**src/rtl/pacman_pkg.sv**
```systemverilog
// Shared constants for the Pac-Man game state: dot/fruit geometry, scan FSM states
// and the saturating score helper.
package pacman_pkg;

  localparam logic [9:0] SCORE_MAX = 10'd999;

  // 8 x 4 dot grid kept clear of the corner fruit boxes
  localparam logic [9:0] DOT_X [0:31] = '{
    10'd60, 10'd100, 10'd140, 10'd180, 10'd220, 10'd260, 10'd300, 10'd340,
    10'd60, 10'd100, 10'd140, 10'd180, 10'd220, 10'd260, 10'd300, 10'd340,
    10'd60, 10'd100, 10'd140, 10'd180, 10'd220, 10'd260, 10'd300, 10'd340,
    10'd60, 10'd100, 10'd140, 10'd180, 10'd220, 10'd260, 10'd300, 10'd340
  };
  localparam logic [9:0] DOT_Y [0:31] = '{
    10'd60,  10'd60,  10'd60,  10'd60,  10'd60,  10'd60,  10'd60,  10'd60,
    10'd160, 10'd160, 10'd160, 10'd160, 10'd160, 10'd160, 10'd160, 10'd160,
    10'd260, 10'd260, 10'd260, 10'd260, 10'd260, 10'd260, 10'd260, 10'd260,
    10'd360, 10'd360, 10'd360, 10'd360, 10'd360, 10'd360, 10'd360, 10'd360
  };

  // Fruit order: apple, peas, grapes, drink
  localparam logic [9:0] FRUIT_X0 [0:3] = '{10'd12,  10'd371, 10'd12,  10'd370};
  localparam logic [9:0] FRUIT_X1 [0:3] = '{10'd38,  10'd396, 10'd38,  10'd396};
  localparam logic [9:0] FRUIT_Y0 [0:3] = '{10'd10,  10'd10,  10'd414, 10'd413};
  localparam logic [9:0] FRUIT_Y1 [0:3] = '{10'd35,  10'd34,  10'd439, 10'd439};

  typedef enum logic [1:0] {IDLE, SCAN_DOTS, SCAN_FRUITS, CHECK} pt_state_t;

  function automatic logic [9:0] sat_add(input logic [9:0] a, input logic [9:0] b,
                                         input logic [9:0] max);
    logic [10:0] sum;
    sum = {1'b0, a} + {1'b0, b};
    return (sum > {1'b0, max}) ? max : sum[9:0];
  endfunction

endpackage

```
**src/rtl/pellet_tracker_if.sv**
```systemverilog
// Signal bundle between the game-state tracker and its producer/consumer.
interface pellet_tracker_if #(parameter int N_DOTS = 32);
  logic              frame_clk;
  logic [9:0]        BallX;
  logic [9:0]        BallY;
  logic [9:0]        Ball_size;
  logic              lose;
  logic [9:0]        dX [0:N_DOTS-1];
  logic [9:0]        dY [0:N_DOTS-1];
  logic [N_DOTS-1:0] dots_left;
  logic [3:0]        fruits;
  logic [9:0]        score;
  logic              fruit_eaten;
  logic              win;
  logic              busy;

  modport master (
    output frame_clk, BallX, BallY, Ball_size, lose,
    input  dX, dY, dots_left, fruits, score, fruit_eaten, win, busy
  );

  modport slave (
    input  frame_clk, BallX, BallY, Ball_size, lose,
    output dX, dY, dots_left, fruits, score, fruit_eaten, win, busy
  );
endinterface

```
**src/rtl/pellet_tracker_box_hit.sv**
```systemverilog
// Closed-interval overlap of the ball's box against one object box, evaluated at
// 11 bits so the widened bounds cannot wrap.
module box_hit (
  input  logic [9:0] ball_x,
  input  logic [9:0] ball_y,
  input  logic [9:0] ball_size,
  input  logic [9:0] x0,
  input  logic [9:0] x1,
  input  logic [9:0] y0,
  input  logic [9:0] y1,
  output logic       hit
);
  logic [10:0] ball_x_hi, ball_y_hi, x1_wide, y1_wide;

  assign ball_x_hi = {1'b0, ball_x} + {1'b0, ball_size};
  assign ball_y_hi = {1'b0, ball_y} + {1'b0, ball_size};
  assign x1_wide   = {1'b0, x1} + {1'b0, ball_size};
  assign y1_wide   = {1'b0, y1} + {1'b0, ball_size};

  assign hit = (ball_x_hi >= {1'b0, x0}) && ({1'b0, ball_x} <= x1_wide) &&
               (ball_y_hi >= {1'b0, y0}) && ({1'b0, ball_y} <= y1_wide);
endmodule

```
**src/rtl/pellet_tracker.sv**
```systemverilog
// Per-frame scan of Pac-Man against every dot and fruit; records eaten objects,
// keeps the saturating score and raises the sticky win flag.
module pellet_tracker #(
  parameter int         N_DOTS    = 32,
  parameter logic [9:0] DOT_PTS   = 10'd1,
  parameter logic [9:0] FRUIT_PTS = 10'd10,
  parameter logic [9:0] SCORE_MAX = pacman_pkg::SCORE_MAX
) (
  input logic             Clk,
  input logic             Reset,
  pellet_tracker_if.slave bus
);
  import pacman_pkg::*;

  localparam int IW = $clog2(N_DOTS);

  pt_state_t         state, state_next;
  logic [IW-1:0]     idx, idx_next;
  logic              frame_q, start;
  logic [9:0]        x0, x1, y0, y1;
  logic              hit, eat_dot, eat_fruit;
  logic [N_DOTS-1:0] dots_left;
  logic [3:0]        fruits;
  logic [9:0]        score;
  logic              fruit_eaten, win;

  assign start = bus.frame_clk & ~frame_q & ~bus.lose & ~win;

  always_comb begin
    x0 = 10'd0;
    x1 = 10'd0;
    y0 = 10'd0;
    y1 = 10'd0;
    case (state)
      SCAN_DOTS: begin
        x0 = DOT_X[idx];
        x1 = DOT_X[idx] + 10'd5;
        y0 = DOT_Y[idx];
        y1 = DOT_Y[idx] + 10'd5;
      end
      SCAN_FRUITS: begin
        x0 = FRUIT_X0[idx[1:0]];
        x1 = FRUIT_X1[idx[1:0]];
        y0 = FRUIT_Y0[idx[1:0]];
        y1 = FRUIT_Y1[idx[1:0]];
      end
      default: begin
        x0 = 10'd0;
        x1 = 10'd0;
        y0 = 10'd0;
        y1 = 10'd0;
      end
    endcase
  end

  box_hit u_box_hit (
    .ball_x   (bus.BallX),
    .ball_y   (bus.BallY),
    .ball_size(bus.Ball_size),
    .x0       (x0),
    .x1       (x1),
    .y0       (y0),
    .y1       (y1),
    .hit      (hit)
  );

  always_comb begin
    state_next = state;
    idx_next   = idx;
    eat_dot    = 1'b0;
    eat_fruit  = 1'b0;
    case (state)
      IDLE: begin
        if (start) begin
          state_next = SCAN_DOTS;
          idx_next   = '0;
        end else begin
          state_next = IDLE;
        end
      end
      SCAN_DOTS: begin
        eat_dot = hit & ~dots_left[idx];
        if (idx == IW'(N_DOTS - 1)) begin
          state_next = SCAN_FRUITS;
          idx_next   = '0;
        end else begin
          idx_next = idx + IW'(1);
        end
      end
      SCAN_FRUITS: begin
        eat_fruit = hit & ~fruits[idx[1:0]];
        if (idx[1:0] == 2'd3) begin
          state_next = CHECK;
        end else begin
          idx_next = idx + IW'(1);
        end
      end
      CHECK:   state_next = IDLE;
      default: state_next = IDLE;
    endcase
  end

  // frame_q follows frame_clk even through reset so a held-high frame_clk is not seen as a new edge
  always_ff @(posedge Clk) begin
    frame_q <= bus.frame_clk;
    if (Reset) begin
      state       <= IDLE;
      idx         <= '0;
      dots_left   <= '0;
      fruits      <= 4'd0;
      score       <= 10'd0;
      fruit_eaten <= 1'b0;
      win         <= 1'b0;
    end else begin
      state       <= state_next;
      idx         <= idx_next;
      fruit_eaten <= eat_fruit;
      if (eat_dot) begin
        dots_left[idx] <= 1'b1;
        score          <= sat_add(score, DOT_PTS, SCORE_MAX);
      end
      if (eat_fruit) begin
        fruits[idx[1:0]] <= 1'b1;
        score            <= sat_add(score, FRUIT_PTS, SCORE_MAX);
      end
      if (state == CHECK && (&dots_left) && (&fruits)) begin
        win <= 1'b1;
      end
    end
  end

  for (genvar i = 0; i < N_DOTS; i++) begin : g_dots
    assign bus.dX[i] = DOT_X[i];
    assign bus.dY[i] = DOT_Y[i];
  end

  assign bus.dots_left   = dots_left;
  assign bus.fruits      = fruits;
  assign bus.score       = score;
  assign bus.fruit_eaten = fruit_eaten;
  assign bus.win         = win;
  assign bus.busy        = (state != IDLE);
endmodule

```
**src/flat_wrapper.sv**
```systemverilog
// flat-port wrapper written by rule: the top's interface ports become plain ports
module pellet_tracker_flat import pacman_pkg::*;
#(
  parameter int         N_DOTS    = 32,
  parameter logic [9:0] DOT_PTS   = 10'd1,
  parameter logic [9:0] FRUIT_PTS = 10'd10,
  parameter logic [9:0] SCORE_MAX = pacman_pkg::SCORE_MAX
)
  (Clk, Reset, bus_frame_clk, bus_BallX, bus_BallY, bus_Ball_size, bus_lose, bus_dX, bus_dY, bus_dots_left, bus_fruits, bus_score, bus_fruit_eaten, bus_win, bus_busy);
  pellet_tracker_if #(.N_DOTS(N_DOTS)) bus_i ();
  input logic Clk;
  input logic Reset;
  input wire logic [$bits(bus_i.frame_clk)-1:0] bus_frame_clk;
  input wire logic [$bits(bus_i.BallX)-1:0] bus_BallX;
  input wire logic [$bits(bus_i.BallY)-1:0] bus_BallY;
  input wire logic [$bits(bus_i.Ball_size)-1:0] bus_Ball_size;
  input wire logic [$bits(bus_i.lose)-1:0] bus_lose;
  output wire logic [$bits(bus_i.dX)-1:0] bus_dX;
  output wire logic [$bits(bus_i.dY)-1:0] bus_dY;
  output wire logic [$bits(bus_i.dots_left)-1:0] bus_dots_left;
  output wire logic [$bits(bus_i.fruits)-1:0] bus_fruits;
  output wire logic [$bits(bus_i.score)-1:0] bus_score;
  output wire logic [$bits(bus_i.fruit_eaten)-1:0] bus_fruit_eaten;
  output wire logic [$bits(bus_i.win)-1:0] bus_win;
  output wire logic [$bits(bus_i.busy)-1:0] bus_busy;
  assign bus_i.frame_clk = bus_frame_clk;
  assign bus_i.BallX = bus_BallX;
  assign bus_i.BallY = bus_BallY;
  assign bus_i.Ball_size = bus_Ball_size;
  assign bus_i.lose = bus_lose;
  assign bus_dX = {>>{bus_i.dX}};
  assign bus_dY = {>>{bus_i.dY}};
  assign bus_dots_left = bus_i.dots_left;
  assign bus_fruits = bus_i.fruits;
  assign bus_score = bus_i.score;
  assign bus_fruit_eaten = bus_i.fruit_eaten;
  assign bus_win = bus_i.win;
  assign bus_busy = bus_i.busy;
  pellet_tracker #(.N_DOTS(N_DOTS), .DOT_PTS(DOT_PTS), .FRUIT_PTS(FRUIT_PTS), .SCORE_MAX(SCORE_MAX)) u_core (.Clk(Clk), .Reset(Reset), .bus(bus_i));
endmodule
```
**config.mk**
```make
export PLATFORM = sky130hd
export DESIGN_NAME = pellet_tracker_flat
export DESIGN_NICKNAME = d
export VERILOG_FILES = /design/src/rtl/pacman_pkg.sv /design/src/rtl/pellet_tracker_if.sv /design/src/rtl/pellet_tracker_box_hit.sv /design/src/rtl/pellet_tracker.sv /design/src/flat_wrapper.sv
export SDC_FILE = /design/constraint.sdc
export NUM_CORES = 1
export LEC_CHECK = 0
export CORE_AREA = 2 2 279 281
export DETAILED_ROUTE_END_ITERATION = 10
export DIE_AREA = 0 0 281 283
export DONT_BUFFER_PORTS = 1
export GPL_ROUTABILITY_DRIVEN = 0
export HOLD_SLACK_MARGIN = 0.05
export SLEW_MARGIN = 5
export SYNTH_ARGS = -nofsm -noshare
export SYNTH_HDL_FRONTEND = slang
export SYNTH_SLANG_ARGS = --single-unit
```
**constraint.sdc**
```tcl
create_clock -name Clk -period 9 [get_ports Clk]
set_input_delay 1.8 -clock Clk [delete_from_list [all_inputs] [get_ports Clk]]
set_output_delay 1.8 -clock Clk [all_outputs]
set_load 0.01 [all_outputs]
```
==> results of run 1 <==
## Yosys cell counts (3+ instances only)
cell type | count | share of area [%]
dfxtp_1 | 56 | 10
clkbuf_1 | 32 | 1.1
nand3b_1 | 4 | 0.27
nor2b_1 | 12 | 0.68
o21ai_0 | 33 | 1.5
nand2_1 | 41 | 1.4
buf_2 | 6 | 0.27
a31oi_1 | 13 | 0.73
fa_1 | 4 | 0.72
or3_1 | 3 | 0.17
and2_1 | 12 | 0.68
a211oi_1 | 8 | 0.54
a41oi_1 | 33 | 2.6
xor2_1 | 8 | 0.63
inv_1 | 38 | 1.3
nand4_1 | 23 | 1.3
o22ai_1 | 3 | 0.17
mux4_2 | 9 | 1.8
nand2b_1 | 15 | 0.85
a21o_1 | 20 | 1.4
mux2i_1 | 10 | 0.90
o21bai_1 | 8 | 0.54
a311oi_1 | 3 | 0.24
nand3_1 | 26 | 1.2
and3_1 | 11 | 0.62
o31ai_1 | 5 | 0.34
nor2_1 | 79 | 2.7
nor3_1 | 8 | 0.36
xnor2_1 | 32 | 2.5
nor4_1 | 7 | 0.40
buf_4 | 640 | 43
a21oi_1 | 57 | 2.6
ha_1 | 104 | 12
or2_2 | 7 | 0.40
o211ai_1 | 8 | 0.54
## path summary, 6_finish.rpt
kind | startpoint | to | slack [ns] | cells past startpoint
worst max-delay path | u_core.idx[1] | u_core.bus.dots_left[31] | 2.55 | 23
worst min-delay path | u_core.bus.win | u_core.bus.win | 0.59 | 2
worst max register to register | u_core.idx[1] | u_core.bus.dots_left[31] | 2.55 | 23
worst min register to register | u_core.bus.win | u_core.bus.win | 0.59 | 2
## layout by cell type (no fill, tap or decap), drive strengths merged, types with 32 or more instances in the layout
cell type	netlist	routed
dfxtp	56	56
xnor2	32	32
ha	104	104
a21oi	58	58
nor2	79	79
inv	38	39
conb	2	640
o21ai	34	34
a41oi	33	33
nand2	41	41
## where the power goes
part | leakage, nW | internal (W) | switching (W)
Sequential | 0.452 | 0.000250 | 0.00000545
Combinational | 4.16 | 0.0000872 | 0.000263
Clock | 0.0719 | 0.000106 | 0.000106
## through the flow
stage          area (sq um)  utilization (%)
6_report              10000             13.1
3_3_place_gp           9870             12.9
5_1_grt               10000             13.1
2_1_floorplan         13500                -
4_1_cts               10000             13.1
3_5_place_dp           9870             12.9
## logic make-up (layout without fill, tap and decap cells)
group | count (synthesis) | count (layout) | synth area share, %
fa+ha+maj | 108 | 108 | 12.5
simple gates | 255 | 255 | 11.6
flops | 56 | 56 | 10.1
mux | 19 | 19 | 2.73
xor+xnor | 40 | 40 | 3.16
other cells | 2 | 641 | 0.0677
buf+inv | 718 | 52 | 46.0
compound gates | 224 | 224 | 13.8
## per-layer routing
layer,global-route usage (%),routed length (um),part of all wire (%),vias up
li1,-,-,-,3511
met1,8.14,11200,40,3442
met2,10.4,12800,46,493
met3,2.69,3740,13,25
met4,0.949,208,0.74,10
met5,0,69,0.25,-
## final cells by class
class                   instances  area (sq um)
fillers                      8799         66700
multi-input cells            1286          7270
flip-flops and latches         56          1120
clock buffers                   5           125
well taps                    1040          1300
clock inverters                 3          27.5
diodes                          1          2.50
inverters                      39           146
repair buffers                  5          37.5
## critical path: stages (launching register included)
cell	delay [ns]
dfxtp_1	0.70
inv_1	0.31
ha_1	0.44
nor2_1	0.16
or2_2	0.17
inv_1	0.08
ha_1	0.28
a21o_1	0.18
a21oi_1	0.21
o21ai_0	0.11
a21oi_1	0.22
o21bai_1	0.12
a2111oi_0	0.43
a311oi_1	0.10
ha_1	0.30
and3_1	0.18
nand2_1	0.07
o21ai_0	0.07
o211ai_1	0.26
o31ai_1	0.23
nor3_2	0.94
buf_4	0.52
a41oi_1	0.17
nor2_1	0.13
## sequential cells by signal, summed over array words and instances (netlist names)
name	flops
u_core.bus.dots_left	32
u_core.bus.score	10
u_core.idx	5
u_core.bus.fruits	4
u_core.state	2
u_core.bus.fruit_eaten	1
u_core.bus.win	1
u_core.frame_q	1
==> results.md, run 1 <==
* Run status: complete, no violations
* Clk sink count at 56
* Synth Warn # at 0
* Final TNS setup at 0 ns
* Ports at 723
* Hold crit path type: reg2reg
* # hold bufs at CTS at 0
* DIE WIDTH at 281 um
* Row count at 102
* Total power at 0.000818 W
* CP Max Fanout at 36
* CTS H-Tree Depth at 2
* Synth cell types at 68
* Final worst setup slack at 2.55 ns
* Clock root cell: clkbuf_16
* P&R area growth vs syn at -9.54%
* Non-Filler Instances at 2,435
* CP Launch Type: flip-flop
* Tmin final at 6.45 ns
* Cells after Synth at 1,422
* Worst VDD drop at 111 uV
* RSZ-0062 raised after global routing: no
* Total track usage at 6.45%
* Fin. max-slew vios at 0
* Total CTS buffers at 5
* Initial DRC count at 507
* Primary FF master, synth: dfxtp_1
* Syn Std Cell Area at 0.0111 sq mm
* Post-Place Cells at 2,426
* Via/cell ratio at 3.07
* Pre-CTS setup slack at 2.64 ns
* Slew @ Worst Pin at 1.14 ns
* Initial Util at 14.5%
* DRT Pass-1 Iters at 5
* Routed WL at 28,000 um
* Vias at 7,481
* Hpwl dp at 23,400 um
* Number of synthesized flops with an enable pin at 0
* Worst Path Arrival at 6.68 ns
* CP Class: reg2reg
* Period utilization at 71.6%
* First-pass GRT wire length at 39,100 um
* Pin count of the biggest net entering global routing at 60
* Post-synthesis sequential area ratio at 10.1%
* Setup crit end kind: flip-flop
* P_leak at 4.68 nW
* CTS tree: built
* Layout cells sized above 1 at 2.73%
* Clock Path Buffers at 2
* Initial antenna violation count at 6
* Final setup vio count at 0
* Worst clock skew at 0.0102 ns
* WP data required at 9.24 ns
* Syn avg cell area at 7.80 sq um
* Clock slew at reported path FFs at 0.08 ns
* Total grt overflow at 0
* Die Ht at 283 um
* Fraction of registers with async set/reset at 0%
* Post-cts resize count at 0
* DR WL/cell at 11.5 um
* I/O Buffers at 0
* Synthesis-stage register bit count at 56
* Relative slew slack at 23.6%
* Hold Violations, Final at 0
* P per Cell Area at 81.6 mW/mm^2
* Layout Nets at 1,535
* Clock latency on the worst-skew pair at 0.31 ns
* Max Clk Rate at 155 MHz
* Core ar. at 0.0767 sq mm
* MaxCap Viol Count at 0
* Final hold slack at 0.586 ns
* Vias in the first global route at 5,875
* Setup bufs post-CTS at 0
* Die ar. at 0.0795 sq mm
* Remaining DRCs at 0
* Routed Antenna Nets at 0
Power figures use the tool's default switching activity.
==> inputs of run 2 (changes only) <==
--- a/config.mk
+++ b/config.mk
@@ -5,9 +5,9 @@
 export SDC_FILE = /design/constraint.sdc
 export NUM_CORES = 1
 export LEC_CHECK = 0
-export CORE_AREA = 2 2 279 281
+export CORE_AREA = 2 2 278 280
 export DETAILED_ROUTE_END_ITERATION = 10
-export DIE_AREA = 0 0 281 283
+export DIE_AREA = 0 0 280 282
 export DONT_BUFFER_PORTS = 1
 export GPL_ROUTABILITY_DRIVEN = 0
 export HOLD_SLACK_MARGIN = 0.05
==> constraint.sdc (replaced) <==
create_clock -name Clk -period 5.16 [get_ports Clk]
set_input_delay 1.032 -clock Clk [delete_from_list [all_inputs] [get_ports Clk]]
set_output_delay 1.032 -clock Clk [all_outputs]
set_load 0.01 [all_outputs]
==> run 2 against run 1 <==
Worst hold slack improved by 0.0053 ns; via count rose by 1.6%; worst setup slack got worse by 2.3 ns; count of clock-buffer cells in the layout did not move; critical path depth fell by 3; clock skew fell by 0.0011 ns; die area fell by 0.71%; global-route usage fell by 0.14 points; largest cell class unchanged; largest power group unchanged.
==> results.md, run 2 (synthesized netlist as in run 1, its figures left out) <==
* Clock slew at reported path FFs at 0.09 ns (about the same)
* Ports at 723 (unchanged)
* Clock Path Buffers at 2 (unchanged)
* Final setup vio count at 0 (unchanged)
* P per Cell Area at 144 mW/mm^2 (+77%)
* Routed WL at 28,100 um (+0.40%)
* Initial DRC count at 415 (-18%)
* Slew @ Worst Pin at 1.05 ns (-0.0894 ns)
* CP Launch Type: flip-flop
* Core ar. at 0.0757 sq mm (-1.3%)
* WP data required at 5.39 ns (-3.85 ns)
* Net Sw Power at 0.000671 W (+79%)
* Antenna diodes at 0 (-1)
* Sum of buffers and inverters on the critical path at 2 (-1)
* Max Clk Rate at 204 MHz (+31%)
* Run status: complete, no violations
* Clock latency on the worst-skew pair at 0.31 ns (about the same)
* Hold Violations, Final at 0 (unchanged)
* First-pass GRT wire length at 37,800 um (-3.3%)
* Crit path launch: u_core.idx[1]
* Hold crit path type: reg2reg
* Tmin final at 4.91 ns (-1.53 ns)
* Routed Antenna Nets at 0 (unchanged)
* CP Class: reg2reg
* CTS tree: built
* Clk sink count at 56 (unchanged)
* Initial antenna violation count at 5 (-1)
* Total track usage at 6.30% (-0.14 points)
* I/O Buffers at 0 (unchanged)
* Die Ht at 282 um (-0.35%)
* Met1 wire length at 11,500 um (+2.8%)
* Registers with the most flip-flops: u_core.bus.dots_left x32, u_core.bus.score x10, u_core.idx x5
* DR WL/cell at 11.7 um (+1.7%)
* Total CTS buffers at 5 (unchanged)
* CP Max Fanout at 7 (-81%)
* Pin count of the biggest net entering global routing at 60 (unchanged)
* DIE WIDTH at 280 um (-0.36%)
* Highest routed layer: met5
* Relative slew slack at 29.6% (+6.0 points)
* Period utilization at 95.2% (+24 points)
* CTS H-Tree Depth at 2 (unchanged)
* Met3 WL at 3290 um (-12%)
* Final hold slack at 0.591 ns (+0.00530 ns)
* Most frequent CP cell: ha_1
* DR WL met2 at 13,200 um (+2.6%)
* Via/cell ratio at 3.16 (+2.9%)
* Switch share at 45.2% (-0.60 points)
* Commonest non-fill, non-tap cell in the layout: conb_1
* # hold bufs at CTS at 0 (unchanged)
* Biggest register: u_core.bus.dots_left
* Post-route cell area at 0.0103 sq mm (+2.8%)
* Worst Hold Launch: u_core.bus.win
* Setup crit end kind: flip-flop
* Clock root cell: clkbuf_16
* Layout Nets at 1,567 (+2.1%)
* Clk pwr share at 24.8% (-1.1 points)
* Hpwl dp at 23,700 um (+0.94%)
* Peak per-stage delay on the critical path at 0.52 ns (-0.42 ns)
* Power Internal at 0.000814 W (+84%)
* Placed Instance Area at 0.0100 sq mm (+1.7%)
* DRT Pass-1 Iters at 5 (unchanged)
* Fin. max-slew vios at 0 (unchanged)
* Layout cells sized above 1 at 6.10% (+3.4 points)
* Max reg flops at 32 (unchanged)
* Initial Util at 14.6% (+0.19 points)
* Die ar. at 0.0790 sq mm (-0.71%)
* Vias in the first global route at 5,905 (+0.51%)
* Row count at 101 (-0.98%)
* CP top delay family: compound AO/OA/AOI/OAI gates
* Remaining DRCs at 0 (unchanged)
* MaxCap Viol Count at 0 (unchanged)
* P&R area growth vs syn at -7.02%
* CP max stage cell: or4_1
* Vias at 7,599 (+1.6%)
* Seq pwr share at 29.9% (-1.3 points)
* P_leak at 4.86 nW (+3.8%)
* Worst clock skew at 0.00909 ns (-0.00107 ns)
* Logic pwr share at 45.3% (+2.5 points)
* Worst VDD drop at 117 uV (+5.5%)
* R2R Path Start: u_core.idx[1]
* Most frequent cells in the layout: 640 x conb_1, 100 x ha_1, 79 x nor2_1, 55 x a21oi_1, 55 x dfxtp_1
* Crit-path cells: inv_1 -> buf_4 -> ha_1 -> nand2b_1 -> o22a_1 -> nand2b_1 -> xnor2_1 -> o21ai_0 -> ha_1 -> o311ai_0 -> a311oi_2 -> ha_1 -> and3_1 -> nand2_1 -> o21ai_0 -> o211ai_1 -> o31ai_4 -> or3_4 -> or4_1 -> a31oi_1
* Worst Path Arrival at 5.15 ns (-1.53 ns)
* Fill cells at 8,690 (-1.2%)
* Total grt overflow at 0 (unchanged)
[run 2: changes by cell type in the layout (fill, tap and decap cells not counted), sizes merged]
cell,before,now
clkinv,2,1
buf,5,37
diode,1,0
inv,39,40
[run 2: layout make-up]
type / instances / area (sq um) / area share, %
inverters: 39 / 149 / 1.44
flip-flops and latches: 56 / 1120 / 10.9
clock inverters: 3 / 25.0 / 0.243
multi-input cells: 1286 / 7360 / 71.4
repair buffers: 37 / 303 / 2.94
well taps: 978 / 1220 / 11.9
clock buffers: 5 / 125 / 1.21
[run 2: path summary, 6_finish.rpt]
kind / depth (start not counted) / slack [ns] / to
min reg2reg: 2 / 0.59 / u_core.bus.win
max: 20 / 0.25 / u_core.bus.score[3]
min: 2 / 0.59 / u_core.bus.win
max reg2reg: 20 / 0.25 / u_core.bus.score[3]
[run 2: power by group through the flow]
stage	combinational [W]	sequential [W]	clock, W
5_1_grt	0.000759	0.000445	0.000394
4_1_cts	0.000643	0.000444	0.000383
3_3_place_gp	0.000633	0.000454	0
2_1_floorplan	0.000873	0.000451	0
3_5_place_dp	0.000636	0.000455	0
6_report	0.000673	0.000444	0.000369
[run 2: repair_timing]
item	CTS	global route
setup buffers	0	2
setup endpoints to repair	29	47
pin swaps	0	5
gates resized for setup	2	23
[run 2: layer usage]
metal | GRT usage [%] | vias to the layer above
met2 | 10.0 | 472
met1 | 8.14 | 3519
met5 | 0 | -
li1 | - | 3582
met3 | 2.56 | 18
met4 | 0.795 | 8
[run 2: through the flow]
| step | setup TNS, ns | std cells | utilization [%] | setup slack (ns) | total power [W] |
|---|---|---|---|---|---|
| 6_report | 0 | 2404 | 13.6 | 0.247 | 0.00149 |
| 5_1_grt | -0.00185 | 2404 | 13.6 | -0.00149 | 0.00160 |
| 4_1_cts | 0 | 2402 | 13.5 | 0.0325 | 0.00147 |
| 3_5_place_dp | 0 | 2394 | 13.3 | 0.0330 | 0.00109 |
| 3_3_place_gp | 0 | 2394 | 13.3 | 0.0975 | 0.00109 |
| 2_1_floorplan | 0 | 2060 | - | 0.0585 | 0.00132 |
[run 2: worst reg2reg max path: stages (launching register included)]
cell	delay (ns)
dfxtp_4	0.39
inv_1	0.11
buf_4	0.17
ha_1	0.18
nand2b_1	0.08
o22a_1	0.22
nand2b_1	0.19
xnor2_1	0.13
o21ai_0	0.32
ha_1	0.38
o311ai_0	0.45
a311oi_2	0.07
ha_1	0.30
and3_1	0.18
nand2_1	0.07
o21ai_0	0.07
o211ai_1	0.33
o31ai_4	0.16
or3_4	0.39
or4_1	0.52
a31oi_1	0.13
